--- config.mk ---
export PLATFORM = sky130hd
export DESIGN_NAME = ahb_sensor_fifo_slave
export DESIGN_NICKNAME = d
export VERILOG_FILES = /design/src/rtl/agri_periph_pkg.sv /design/src/rtl/agri_sync_fifo.sv /design/src/rtl/ahb_sensor_fifo_slave.sv
export SDC_FILE = /design/constraint.sdc
export NUM_CORES = 1
export LEC_CHECK = 0
export BUFFER_PORTS_ARGS = -buffer_cell sky130_fd_sc_hd__buf_2
export CAP_MARGIN = 20
export CORE_ASPECT_RATIO = 0.5
export CORE_MARGIN = 1
export CORE_UTILIZATION = 40
export CTS_BUF_LIST = sky130_fd_sc_hd__clkbuf_8
export CTS_CLUSTER_DIAMETER = 50
export DETAILED_ROUTE_END_ITERATION = 10
export PLACE_DENSITY = 0.59
export SKIP_CTS_REPAIR_TIMING = 1
export SLEW_MARGIN = 15
export SYNTH_ARGS = -nofsm -noshare
export SYNTH_HDL_FRONTEND = slang
export SYNTH_SLANG_ARGS = --single-unit
export TNS_END_PERCENT = 1
--- constraint.sdc ---
create_clock -name HCLK -period 8.85 [get_ports HCLK]
set_input_delay 1.77 -clock HCLK [delete_from_list [all_inputs] [get_ports HCLK]]
set_output_delay 1.77 -clock HCLK [all_outputs]
set_load 0.05 [all_outputs]
--- src/rtl/agri_periph_pkg.sv ---
// Shared definitions for the agricultural sensor peripherals: AHB-Lite
// encodings, register offsets, register bit positions and FSM state encoding.
package agri_periph_pkg;

    // AHB-Lite transfer encodings
    localparam logic [1:0] HTRANS_IDLE   = 2'b00;
    localparam logic [1:0] HTRANS_BUSY   = 2'b01;
    localparam logic [1:0] HTRANS_NONSEQ = 2'b10;
    localparam logic [1:0] HTRANS_SEQ    = 2'b11;
    localparam logic [2:0] HSIZE_WORD    = 3'b010;
    localparam logic       HRESP_OKAY    = 1'b0;
    localparam logic       HRESP_ERROR   = 1'b1;

    // Register word index (HADDR[3:2])
    localparam logic [1:0] REG_CTRL   = 2'd0;
    localparam logic [1:0] REG_STATUS = 2'd1;
    localparam logic [1:0] REG_DATA   = 2'd2;
    localparam logic [1:0] REG_THRESH = 2'd3;

    // CTRL bits
    localparam int CTRL_EN     = 0;
    localparam int CTRL_IRQ_EN = 1;
    localparam int CTRL_FLUSH  = 2;

    // STATUS bits
    localparam int STATUS_EMPTY   = 0;
    localparam int STATUS_FULL    = 1;
    localparam int STATUS_OVERRUN = 2;
    localparam int STATUS_CNT_LSB = 8;

    // Bus-side FSM
    typedef enum logic [1:0] {
        ST_IDLE = 2'd0,
        ST_WAIT = 2'd1,
        ST_ERR1 = 2'd2,
        ST_ERR2 = 2'd3
    } state_e;

    // Assemble the STATUS word from its fields
    function automatic logic [31:0] status_word(input logic empty, input logic full,
                                                input logic overrun, input logic [7:0] cnt);
        logic [31:0] w;
        w = '0;
        w[STATUS_EMPTY]   = empty;
        w[STATUS_FULL]    = full;
        w[STATUS_OVERRUN] = overrun;
        w[STATUS_CNT_LSB +: 8] = cnt;
        return w;
    endfunction

endpackage

--- src/rtl/agri_sync_fifo.sv ---
// Single-clock FIFO with flush. Head word is presented combinationally on
// rdata_o; pointers wrap naturally modulo the power-of-two depth.
module agri_sync_fifo #(
    parameter int DEPTH_LOG2 = 4,
    parameter int WIDTH      = 16
) (
    input  logic                  clk_i,
    input  logic                  rst_ni,
    input  logic                  push_i,
    input  logic                  pop_i,
    input  logic                  flush_i,
    input  logic [WIDTH-1:0]      wdata_i,
    output logic [WIDTH-1:0]      rdata_o,
    output logic                  full_o,
    output logic                  empty_o,
    output logic [DEPTH_LOG2:0]   count_o
);

    localparam int DEPTH = 2 ** DEPTH_LOG2;

    logic [WIDTH-1:0]      mem_q [DEPTH];
    logic [DEPTH_LOG2-1:0] wr_ptr_q, wr_ptr_d;
    logic [DEPTH_LOG2-1:0] rd_ptr_q, rd_ptr_d;
    logic [DEPTH_LOG2:0]   count_q, count_d;
    logic                  do_push, do_pop;

    assign full_o  = (count_q == (DEPTH_LOG2 + 1)'(DEPTH));
    assign empty_o = (count_q == '0);
    assign count_o = count_q;
    assign rdata_o = mem_q[rd_ptr_q];

    // Flush overrides both push and pop in the same cycle
    assign do_push = push_i & ~full_o  & ~flush_i;
    assign do_pop  = pop_i  & ~empty_o & ~flush_i;

    // Pointer and occupancy next-state
    always_comb begin
        wr_ptr_d = wr_ptr_q;
        rd_ptr_d = rd_ptr_q;
        count_d  = count_q;
        if (flush_i) begin
            wr_ptr_d = '0;
            rd_ptr_d = '0;
            count_d  = '0;
        end else begin
            if (do_push) wr_ptr_d = wr_ptr_q + DEPTH_LOG2'(1);
            if (do_pop)  rd_ptr_d = rd_ptr_q + DEPTH_LOG2'(1);
            case ({do_push, do_pop})
                2'b10:   count_d = count_q + (DEPTH_LOG2 + 1)'(1);
                2'b01:   count_d = count_q - (DEPTH_LOG2 + 1)'(1);
                default: count_d = count_q;
            endcase
        end
    end

    // Control state register with synchronous reset
    always_ff @(posedge clk_i) begin
        if (!rst_ni) begin
            wr_ptr_q <= '0;
            rd_ptr_q <= '0;
            count_q  <= '0;
        end else begin
            wr_ptr_q <= wr_ptr_d;
            rd_ptr_q <= rd_ptr_d;
            count_q  <= count_d;
        end
    end

    // Sample storage; contents are meaningless until written, so no reset
    always_ff @(posedge clk_i) begin
        if (do_push) mem_q[wr_ptr_q] <= wdata_i;
    end

endmodule

--- src/rtl/ahb_sensor_fifo_slave.sv ---
// AHB-Lite responder buffering sensor samples in a FIFO behind a four-register
// map (CTRL, STATUS, DATA, THRESH). A DATA read on an empty FIFO stalls the bus
// until a sample arrives or the wait budget expires, then answers ERROR.
module ahb_sensor_fifo_slave
    import agri_periph_pkg::*;
#(
    parameter int DEPTH_LOG2 = 4,
    parameter int SAMPLE_W   = 16,
    parameter int TIMEOUT    = 255
) (
    input  logic                HCLK,
    input  logic                HRESETn,
    input  logic                HSEL,
    input  logic                HREADY,
    input  logic [1:0]          HTRANS,
    input  logic [2:0]          HSIZE,
    input  logic                HWRITE,
    input  logic [31:0]         HADDR,
    input  logic [31:0]         HWDATA,
    output logic                HREADYOUT,
    output logic                HRESP,
    output logic [31:0]         HRDATA,
    input  logic                SAMPLE_VALID,
    input  logic [SAMPLE_W-1:0] SAMPLE_DATA,
    output logic                SAMPLE_READY,
    output logic                IRQ
);

    localparam int         CNT_W   = DEPTH_LOG2 + 1;
    localparam logic [7:0] TO_LAST = 8'(TIMEOUT - 1);

    // FSM and data-phase registers
    state_e      state_q, state_d;
    logic        dp_valid_q, dp_valid_d;
    logic        dp_write_q, dp_write_d;
    logic [1:0]  dp_reg_q, dp_reg_d;
    logic [7:0]  wait_cnt_q, wait_cnt_d;

    // Register bank
    logic        en_q, en_d;
    logic        irq_en_q, irq_en_d;
    logic [7:0]  thresh_q, thresh_d;
    logic        overrun_q, overrun_d;
    logic        irq_q, irq_d;

    // FIFO interface
    logic                push, pop, flush;
    logic                fifo_full, fifo_empty;
    logic [CNT_W-1:0]    fifo_count;
    logic [SAMPLE_W-1:0] fifo_rdata;
    logic [7:0]          count8;

    logic acc, legal, empty_next;
    logic dp_done, wr_fire, rd_fire;
    logic unused_bits;

    assign unused_bits = ^{HTRANS[0], HADDR[31:12], HWDATA[31:8]};

    assign acc    = HSEL & HREADY & HTRANS[1];
    assign count8 = 8'(fifo_count);

    // Legality of the address phase currently on the bus; the slot decodes 4 KB
    always_comb begin
        legal = (HSIZE == HSIZE_WORD) && (HADDR[1:0] == 2'b00) && (HADDR[11:4] == 8'h00)
                && !(HWRITE && ((HADDR[3:2] == REG_STATUS) || (HADDR[3:2] == REG_DATA)));
    end

    // A registered legal transfer completes in the first IDLE cycle of its data phase
    assign dp_done = (state_q == ST_IDLE) & dp_valid_q;
    assign wr_fire = dp_done & dp_write_q;
    assign rd_fire = dp_done & ~dp_write_q;

    assign SAMPLE_READY = en_q & ~fifo_full;
    assign push  = SAMPLE_VALID & SAMPLE_READY;
    assign pop   = rd_fire & (dp_reg_q == REG_DATA);
    assign flush = wr_fire & (dp_reg_q == REG_CTRL) & HWDATA[CTRL_FLUSH];

    // FIFO occupancy as the next data phase will see it, so a DATA read
    // accepted while the previous DATA read drains the last entry still waits
    always_comb begin
        empty_next = flush
                   | ((fifo_count == '0) & ~push)
                   | ((fifo_count == CNT_W'(1)) & pop & ~push);
    end

    agri_sync_fifo #(
        .DEPTH_LOG2 (DEPTH_LOG2),
        .WIDTH      (SAMPLE_W)
    ) u_fifo (
        .clk_i   (HCLK),
        .rst_ni  (HRESETn),
        .push_i  (push),
        .pop_i   (pop),
        .flush_i (flush),
        .wdata_i (SAMPLE_DATA),
        .rdata_o (fifo_rdata),
        .full_o  (fifo_full),
        .empty_o (fifo_empty),
        .count_o (fifo_count)
    );

    // Bus FSM next-state, data-phase capture and response outputs
    always_comb begin
        state_d    = state_q;
        dp_valid_d = dp_valid_q;
        dp_write_d = dp_write_q;
        dp_reg_d   = dp_reg_q;
        wait_cnt_d = '0;
        HREADYOUT  = 1'b1;
        HRESP      = HRESP_OKAY;
        unique case (state_q)
            ST_IDLE, ST_ERR2: begin
                HRESP      = (state_q == ST_ERR2) ? HRESP_ERROR : HRESP_OKAY;
                dp_valid_d = 1'b0;
                state_d    = ST_IDLE;
                if (acc) begin
                    if (!legal) begin
                        state_d = ST_ERR1;
                    end else begin
                        dp_valid_d = 1'b1;
                        dp_write_d = HWRITE;
                        dp_reg_d   = HADDR[3:2];
                        if (!HWRITE && (HADDR[3:2] == REG_DATA) && empty_next)
                            state_d = ST_WAIT;
                    end
                end
            end
            ST_WAIT: begin
                HREADYOUT = 1'b0;
                if (push) begin
                    state_d = ST_IDLE;
                end else if (wait_cnt_q == TO_LAST) begin
                    state_d    = ST_ERR1;
                    dp_valid_d = 1'b0;
                end else begin
                    wait_cnt_d = wait_cnt_q + 8'd1;
                end
            end
            ST_ERR1: begin
                HREADYOUT = 1'b0;
                HRESP     = HRESP_ERROR;
                state_d   = ST_ERR2;
            end
            default: state_d = ST_IDLE;
        endcase
    end

    // Read data mux, driven only while a read completes
    always_comb begin
        HRDATA = '0;
        if (rd_fire) begin
            unique case (dp_reg_q)
                REG_CTRL:   HRDATA = {29'd0, 1'b0, irq_en_q, en_q};
                REG_STATUS: HRDATA = status_word(fifo_empty, fifo_full, overrun_q, count8);
                REG_DATA:   HRDATA = 32'(fifo_rdata);
                default:    HRDATA = {24'd0, thresh_q};
            endcase
        end
    end

    // Register bank, overrun flag and interrupt next-state
    always_comb begin
        en_d     = en_q;
        irq_en_d = irq_en_q;
        thresh_d = thresh_q;
        if (wr_fire && (dp_reg_q == REG_CTRL)) begin
            en_d     = HWDATA[CTRL_EN];
            irq_en_d = HWDATA[CTRL_IRQ_EN];
        end
        if (wr_fire && (dp_reg_q == REG_THRESH)) begin
            thresh_d = HWDATA[7:0];
        end
        overrun_d = (SAMPLE_VALID & en_q & fifo_full)
                  | (overrun_q & ~(rd_fire & (dp_reg_q == REG_STATUS)));
        irq_d = irq_en_q & (((thresh_q != 8'd0) & (count8 >= thresh_q)) | overrun_q);
    end

    assign IRQ = irq_q;

    // State registers with synchronous active-low reset
    always_ff @(posedge HCLK) begin
        if (!HRESETn) begin
            state_q    <= ST_IDLE;
            dp_valid_q <= 1'b0;
            dp_write_q <= 1'b0;
            dp_reg_q   <= '0;
            wait_cnt_q <= '0;
            en_q       <= 1'b0;
            irq_en_q   <= 1'b0;
            thresh_q   <= '0;
            overrun_q  <= 1'b0;
            irq_q      <= 1'b0;
        end else begin
            state_q    <= state_d;
            dp_valid_q <= dp_valid_d;
            dp_write_q <= dp_write_d;
            dp_reg_q   <= dp_reg_d;
            wait_cnt_q <= wait_cnt_d;
            en_q       <= en_d;
            irq_en_q   <= irq_en_d;
            thresh_q   <= thresh_d;
            overrun_q  <= overrun_d;
            irq_q      <= irq_d;
        end
    end

endmodule

# Word-level counts from Yosys, hierarchy flattened
# Memories as Yosys holds them, arrays and structs flattened. A register that Yosys moved wholly into a read port is not among the register bits.
# Cells that the tools add are included.
# Widths: inputs -> output; s select.
[word_totals]
inputBits = 91
register_bits = 39
ram_bits = 256
out_inout_bits = 36
memories = 1
[memory_table]
columns = ["memory", "depth", "width", "rd", "rd_ports_with_merged_regs", "wr", "line", "source"]
rows = [
  ["u_fifo.mem_q", 16, 16, 1, 1, 1, "agri_sync_fifo.sv:21", "logic [WIDTH-1:0] mem_q [DEPTH];"],
]
[classes]
mux = 21
add_sub_neg = 5
eq_ne = 17
n_bitwise = 35
order_cmp = 1
n_reduce_logical = 25
[op_table]
columns = ["cell", "n"]
rows = [
  ["$pmux 16 s3", 1],
  ["$and 1x1->1", 23],
  ["$mux 16", 1],
  ["$eq 2x2->1 const B", 6],
  ["$pmux 5 s2", 1],
  ["$mux 1", 9],
  ["$add 4x1->4 const B", 2],
  ["$add 8x1->8 const B", 1],
  ["$eq 2x1->1 const B", 4],
  ["$eq 8x8->1 const B", 1],
  ["$ge 5x8->1", 1],
  ["$logic_and 1x1->1", 8],
  ["$logic_not 8->1", 1],
  ["$mux 2", 4],
  ["$mux 4", 2],
  ["$not 1->1", 8],
  ["$reduce_bool 8->1", 1],
  ["$logic_not 2->1", 3],
  ["$pmux 2 s3", 1],
  ["$reduce_and 3->1", 2],
  ["$reduce_or 2->1", 3],
  ["$add 5x1->5 const B", 1],
  ["$eq 5x1->1 const B", 1],
  ["$eq 5x5->1 const B", 1],
  ["11 further kinds", 18],
]

# Longest topological paths before layout
# Gate-level depths: netlist (run 1).
[depth]
word_depth = 13
depth_mapped = 11
ltp_nobuf = 11

# Cells and area by module
# From an unflattened synthesis (run 1), not the netlist that was laid out.
[hier_totals]
hier_cells = 682
hier_area_um2 = 12589.6
[modules_own_cells]
columns = ["mod", "instances", "area_each_um2", "cells_each"]
rows = [
  ["agri_sync_fifo", 1, 10820.4, 481],
  ["ahb_sensor_fifo_slave", 1, 1769.2, 201],
]

# Least setup slack after synthesis (run 1)
# Ideal clock, no wire load.
[synth_timing]
path_type = "input to register"
startpoint = "input port SAMPLE_VALID"
endpoint = "memory u_fifo.mem_q[0][0], enable pin"
stages = 4
slack_ns = 4.358
arrival_ns = 4.062
required_ns = 8.420
n_path_buf = 0
path_cell_list = "nand2_1 -> a311oi_1 -> inv_1 -> nor4_1"
[synth_between]
elab_chain_cells = 5
[synth_rtl]
columns = ["element", "line", "source"]
rows = [
  ["start, declared", "ahb_sensor_fifo_slave.sv:23", "input logic SAMPLE_VALID,"],
  ["$and 1x1->1", "ahb_sensor_fifo_slave.sv:74", "assign push = SAMPLE_VALID & SAMPLE_READY;"],
  ["$and 1x1->1 (2 in a row)", "agri_sync_fifo.sv:33", "assign do_push = push_i & ~full_o & ~flush_i;"],
  ["$mux 1", "agri_sync_fifo.sv:71", "if (do_push) mem_q[wr_ptr_q] <= wdata_i;"],
  ["$mux 1 (implied by the code)", "agri_sync_fifo.sv:71", ""],
  ["end, declared", "agri_sync_fifo.sv:21", ""],
]
# No other way between the ends.

==> metrics.txt, run 1 <==
CTS H-tree depth=2; sum of routed wire length over all layers=27400 um; Initial DRT Pass Iterations=4; final period utilization=0.614; run status=completed; DRT iter0 DRCs=552; Setup CP Type=reg -> out; FF-to-FF setup slack=5160 ps; global-route wire length before repair=41300 um; wire length on met2=12600 um; # clock sinks=299; Total GRT Usage=0.177; RSZ-0062 raised after global routing=false; # DRC=0; Unique masters post-synth=53; Die Wd=251 um; # fillers=2592; Post-Route Setup TNS=0 ps; Via Count=6554; hpwl dp=16200 um; Post-Syn Area=0.0124 mm2; Power Density=183 mW/mm2; pin count of the biggest net entering global routing=53; critical path peak fanout=35; Crit. End Element=output port; Post-Synth Simple-Gate Area=0.0575; Leakage=0.00462 uW; worst rel slew slack=0.297; Worst-Margin Slew=1050 ps; Routed WL per cell=22.4 um; Hold Vio Cnt, Final=0; Layout area overhead=12.5%; NumNets Final=909; RR Endpoint=u_fifo.mem_q[9][1]$_DFFE_PP_; maximum VDD drop=0.0874 mV; min cycle time layout=5440 ps; ANT nets after route=0; # IOs=127; initial antenna violation count=0; CTS tree=done; r2r worst-path depth=7; placed cells=1149; adder-cell area share of the yosys netlist=0.0232; nature of the critical path startpoint=register; Async S/R FF share, synth=0; arrival time at the worst endpoint=3670 ps; vias in the first global route=6801; Setup violations, final=0; maxcap violations=0; GP Congestion=0.748; row count=45; DR top layer=met4; Metal-1 WL=13000 um; number of CTS-inserted buffers=43; max-slew violations=0; diode count=0; Clock Latency Late Sink=570 ps; CTS Root Cell=clkbuf_8; Yosys reg bits=299; Clock Pin Slew Worst Setup and Hold Paths=60 ps; largest family of logic cells by synthesized area=multiplexers; mux cell area share after synthesis=0.155; mean number of vias per cell=5.35; Max Root-Sink Buffers=3; Yosys Warn Count=0; Final Util=0.458; Initial Util=0.407; die area=0.0317 mm2; gr ovfl total=0; fin cells=1225; Post-Synthesis Cells=697; height of the die=126 um; layout cell share with drive strength beyond 1=0.274; WP data required=7080 ps; Clock Skews=32.0 ps; Port Buf Inserts=65; Max Freq=184 MHz; Core Region=0.0304 mm2; met3 WL=1410 um; Compound-Gate Fraction of Synth Area=0.0317; register area share after synthesis=0.690; Setup crit end=HRDATA[2]; worst r2r src=u_fifo.count_o[0]$_SDFFE_PP0P_; xor/xnor share of the synthesized area=0.0120; Avg Inst Size Synth=17.8 um2; Post-synth top flop=edfxtp_1; Hold Path Class=reg -> reg; number of synthesized flops with an enable pin=256
-- routing by layer --
metal | GRT usage | up-vias
li1 | - | 2916
met1 | 0.253 | 3423
met2 | 0.279 | 180
met3 | 0.0361 | 35
met4 | 0.0447 | 0
met5 | 0 | -
-- report_power, final --
part | internal (uW) | leakage [uW] | total [uW] | switching [uW]
clock | 464 | 0.000438 | 981 | 516
combinational | 9.77 | 0.00153 | 47.6 | 37.8
sequential | 1530 | 0.00265 | 1530 | 0.206
-- registers in the layout, indices dropped and copies added (netlist names), named ones only --
name / flops
dp_valid_q: 1
u_fifo.wr_ptr_q: 4
IRQ: 1
u_fifo.count_o: 5
u_fifo.rd_ptr_q: 4
wait_cnt_q: 8
irq_en_q: 1
dp_reg_q: 2
dp_write_q: 1
overrun_q: 1
u_fifo.mem_q: 256
thresh_q: 8
state_q: 2
en_q: 1
-- cell type report --
type / count / area, um2 / share of cell area
well taps: 399 / 499 / 0.0358
clock inverters: 32 / 144 / 0.0103
clock buffers: 44 / 606 / 0.0435
flip-flops and latches: 299 / 8550 / 0.614
multi-input cells: 345 / 3580 / 0.257
repair buffers: 85 / 475 / 0.0341
inverters: 21 / 78.8 / 0.00566
-- logic make-up (layout without fill, tap and decap cells) --
kind of cell	Yosys count	count (layout)
xor gates and xnor gates	17	17
DFF	299	299
AOI/OAI and AO/OA	54	54
and+or+nand+nor	131	131
other	1	16
buffers and inverters	68	182
muxes	104	104
adders and majority gates	23	23
-- through the flow --
stage | setup WS, ps | area (um2) | total power (uW) | hold WS [ps]
final | 3410 | 13900 | 2550 | 500
after global routing | 3140 | 13900 | 2650 | 538
after CTS | 3290 | 13900 | 2580 | 497
after detailed placement | 3880 | 13200 | 1600 | 480
after global placement | 3890 | 13200 | 1600 | 478
after floorplan | 4360 | 12400 | 1580 | 453
-- placed cells by master (no fill, tap or decap), types with 8 or more instances in the layout --
cell,n
a211oi_1,10
clkinv_1,11
nor2b_1,25
ha_1,23
nor2_1,37
mux2_2,8
xor2_1,11
buf_4,20
dfxtp_1,40
mux4_2,64
nand3_1,12
conb_1,16
buf_2,65
mux2i_1,28
o21ai_0,8
nand2_1,14
clkbuf_8,44
inv_1,37
edfxtp_1,256
-- worst max-delay path: stages, from the launching register on --
cell     delay [ps]
dfxtp_4         680
buf_4           660
mux4_2          590
mux2_2          270
a21oi_1         460
o22ai_1         180
buf_2           240
-- cell usage after synthesis (8+ instances only) --
cell,count,area [um2]
inv_1,21,78.8
nor2b_1,25,156
edfxtp_1,256,7690
buf_2,13,65.1
xor2_1,11,96.3
nand3_1,12,60.1
clkbuf_1,12,45.0
nor2_1,41,154
nand2_1,14,52.6
mux2_2,8,90.1
o21ai_0,8,40.0
a211oi_1,10,75.1
mux2i_1,28,280
ha_1,23,288
mux4_2,64,1440
buf_4,19,143
dfxtp_1,43,861
-- how the worst min path moves through the flow --
stage	startpoint	endpoint	slack, ps	depth (start not counted)
2_1_floorplan	wait_cnt_q[0]$_SDFF_PP0_	wait_cnt_q[0]$_SDFF_PP0_	450	1
3_5_place_dp	wait_cnt_q[0]$_SDFF_PP0_	wait_cnt_q[0]$_SDFF_PP0_	480	1
6_report	wait_cnt_q[0]$_SDFF_PP0_	wait_cnt_q[0]$_SDFF_PP0_	500	1
5_1_grt	overrun_q$_SDFF_PN0_	overrun_q$_SDFF_PN0_	540	2
4_1_cts	wait_cnt_q[0]$_SDFF_PP0_	wait_cnt_q[0]$_SDFF_PP0_	500	1
3_3_place_gp	wait_cnt_q[0]$_SDFF_PP0_	wait_cnt_q[0]$_SDFF_PP0_	480	1
Note: power is estimated with default switching activity, not from simulation.
==> inputs of run 2 (changes only) <==
--- a/config.mk
+++ b/config.mk
@@ -13,7 +13,7 @@
 export CTS_BUF_LIST = sky130_fd_sc_hd__clkbuf_8
 export CTS_CLUSTER_DIAMETER = 50
 export DETAILED_ROUTE_END_ITERATION = 10
-export PLACE_DENSITY = 0.59
+export PLACE_DENSITY = 0.61
 export SKIP_CTS_REPAIR_TIMING = 1
 export SLEW_MARGIN = 15
 export SYNTH_ARGS = -nofsm -noshare
==> constraint.sdc (replaced) <==
create_clock -name HCLK -period 4.6 [get_ports HCLK]
set_input_delay 0.92 -clock HCLK [delete_from_list [all_inputs] [get_ports HCLK]]
set_output_delay 0.92 -clock HCLK [all_outputs]
set_load 0.05 [all_outputs]
==> run 2 against run 1 <==
- global-route usage down 0.077 points
- non-clock buffer count up 7
- cell count up 1.1%
- largest cell class unchanged
- largest power group unchanged
==> metrics.txt, run 2 (synthesis gave the netlist of run 1 again) <==
# IOs=127; initial antenna violation count=1; final period utilization=0.870; GP Congestion=0.755; Max Root-Sink Buffers=3; Layout area overhead=13.6%; pin count of the biggest net entering global routing=31; max reg flops=256; clock share of power=0.399; min cycle time layout=4000 ps; critical path peak fanout=27; Die Wd=251 um; Clock Latency Late Sink=600 ps; CP max stage cell=dfxtp_4; Top Registers=u_fifo.mem_q (256), thresh_q (8), wait_cnt_q (8); Clock Skews=30.3 ps; Core Region=0.0304 mm2; Via Count=6575; placed instance area=0.0133 mm2; Setup violations, final=0; CP Cell Sequence=mux4_2 -> mux2_2 -> a21oi_1 -> o22ai_1 -> buf_2; Routed WL per cell=22.0 um; # clock sinks=299; Post-Route Setup TNS=0 ps; Hold Path Class=reg -> reg; final setup margin=596 ps; Worst-Margin Slew=927 ps; commonest non-fill, non-tap cell in the layout=edfxtp_1; CTS H-tree depth=2; fin cells=1238; Hold Vio Cnt, Final=0; post-route cell area=0.0141 mm2; Initial DRT Pass Iterations=5; layout cell share with drive strength beyond 1=0.284; CTS tree=done; mean number of vias per cell=5.31; sum of routed wire length over all layers=27300 um; gr ovfl total=0; DRT iter0 DRCs=504; Max Freq=250 MHz; run status=completed; switching pwr=1100 uW; # DRC=0; CTS Root Cell=clkbuf_8; Crit. End Element=output port; most frequent cells in the layout=edfxtp_1 (256), buf_2 (65), mux4_2 (64); row count=45; Total GRT Usage=0.177; sequential share of power=0.583; peak per-stage delay on the critical path=720 ps; placed cells=1156; arrival time at the worst endpoint=3080 ps; maxcap violations=0; number of CTS-inserted buffers=45; max-slew violations=0; diode count=0; maximum VDD drop=0.175 mV; height of the die=126 um; global-route wire length before repair=41000 um; ANT nets after route=0; RSZ-0062 raised after global routing=false; Leakage=0.00469 uW; # fillers=2568; Port Buf Inserts=65; Initial Util=0.407; WP data required=3680 ps; nature of the critical path startpoint=register; most flop-heavy register=u_fifo.mem_q; vias in the first global route=6650; Setup CP Type=reg -> out; Final Util=0.463; P_int=3940 uW; Power Density=358 mW/mm2; Combinational Power Share=0.018; Place WS=1150 ps; switching part of the total=0.219; die area=0.0317 mm2; Clock Pin Slew Worst Setup and Hold Paths=60 ps; worst rel slew slack=0.378; hpwl dp=16500 um; NumNets Final=918
run 2: changes by cell type in the layout (fill, tap and decap cells not counted), sizes merged:
| cell | previous run | this run |
|---|---|---|
| clkbuf | 44 | 45 |
| buf | 85 | 92 |
| inv | 38 | 37 |
| clkinv | 14 | 19 |
| bufinv | 0 | 1 |
run 2: cell type report:
type | instances | area [um2] | share of cell area
Multi-Input combinational cell | 345 | 3570 | 0.254
Tap cell | 399 | 499 | 0.0355
Sequential cell | 299 | 8550 | 0.608
Clock inverter | 37 | 195 | 0.0139
Clock buffer | 45 | 619 | 0.0440
Timing Repair Buffer | 92 | 553 | 0.0393
Inverter | 21 | 78.8 | 0.00560
run 2: metal layers:
metal  up-vias  wire [um]  GRT usage
met5         -          0          0
met4         0        311     0.0447
met3        26       1800     0.0365
met2       202      12500      0.276
met1      3409      12600      0.253
li1       2938          -          -
run 2: path summary, 6_finish.rpt:
kind	from	end	slack [ps]	depth (start not counted)
worst max-delay path	register	HRDATA[2]	600	5
worst min-delay path	wait_cnt_q[0]$_SDFF_PP0_	wait_cnt_q[0]$_SDFF_PP0_	490	1
worst max register to register	u_fifo.count_o[0]$_SDFFE_PP0P_	u_fifo.count_o[4]$_SDFFE_PP0P_	1230	11
worst min register to register	wait_cnt_q[0]$_SDFF_PP0_	wait_cnt_q[0]$_SDFF_PP0_	490	1
run 2: through the flow:
stage | power (uW) | hold WS, ps
after floorplan | 3050 | 453
after global placement | 3080 | 477
after detailed placement | 3090 | 478
after CTS | 5090 | 495
after global routing | 5220 | 525
final | 5040 | 492
run 2: critical path, delay by kind of cell (launching register included):
kind | cells | cell delay, ps
compound gates | 2 | 640
buf+inv | 1 | 250
flops | 1 | 720
mux | 2 | 870
run 2: power by group through the flow:
| stage | clock network, uW | logic, uW | registers [uW] |
|---|---|---|---|
| after floorplan | 0 | 51.5 | 3000 |
| after global placement | 0 | 87.3 | 2990 |
| after detailed placement | 0 | 91.9 | 2990 |
| after CTS | 2060 | 92.1 | 2940 |
| after global routing | 2180 | 99.4 | 2940 |
| final | 2010 | 91.5 | 2940 |
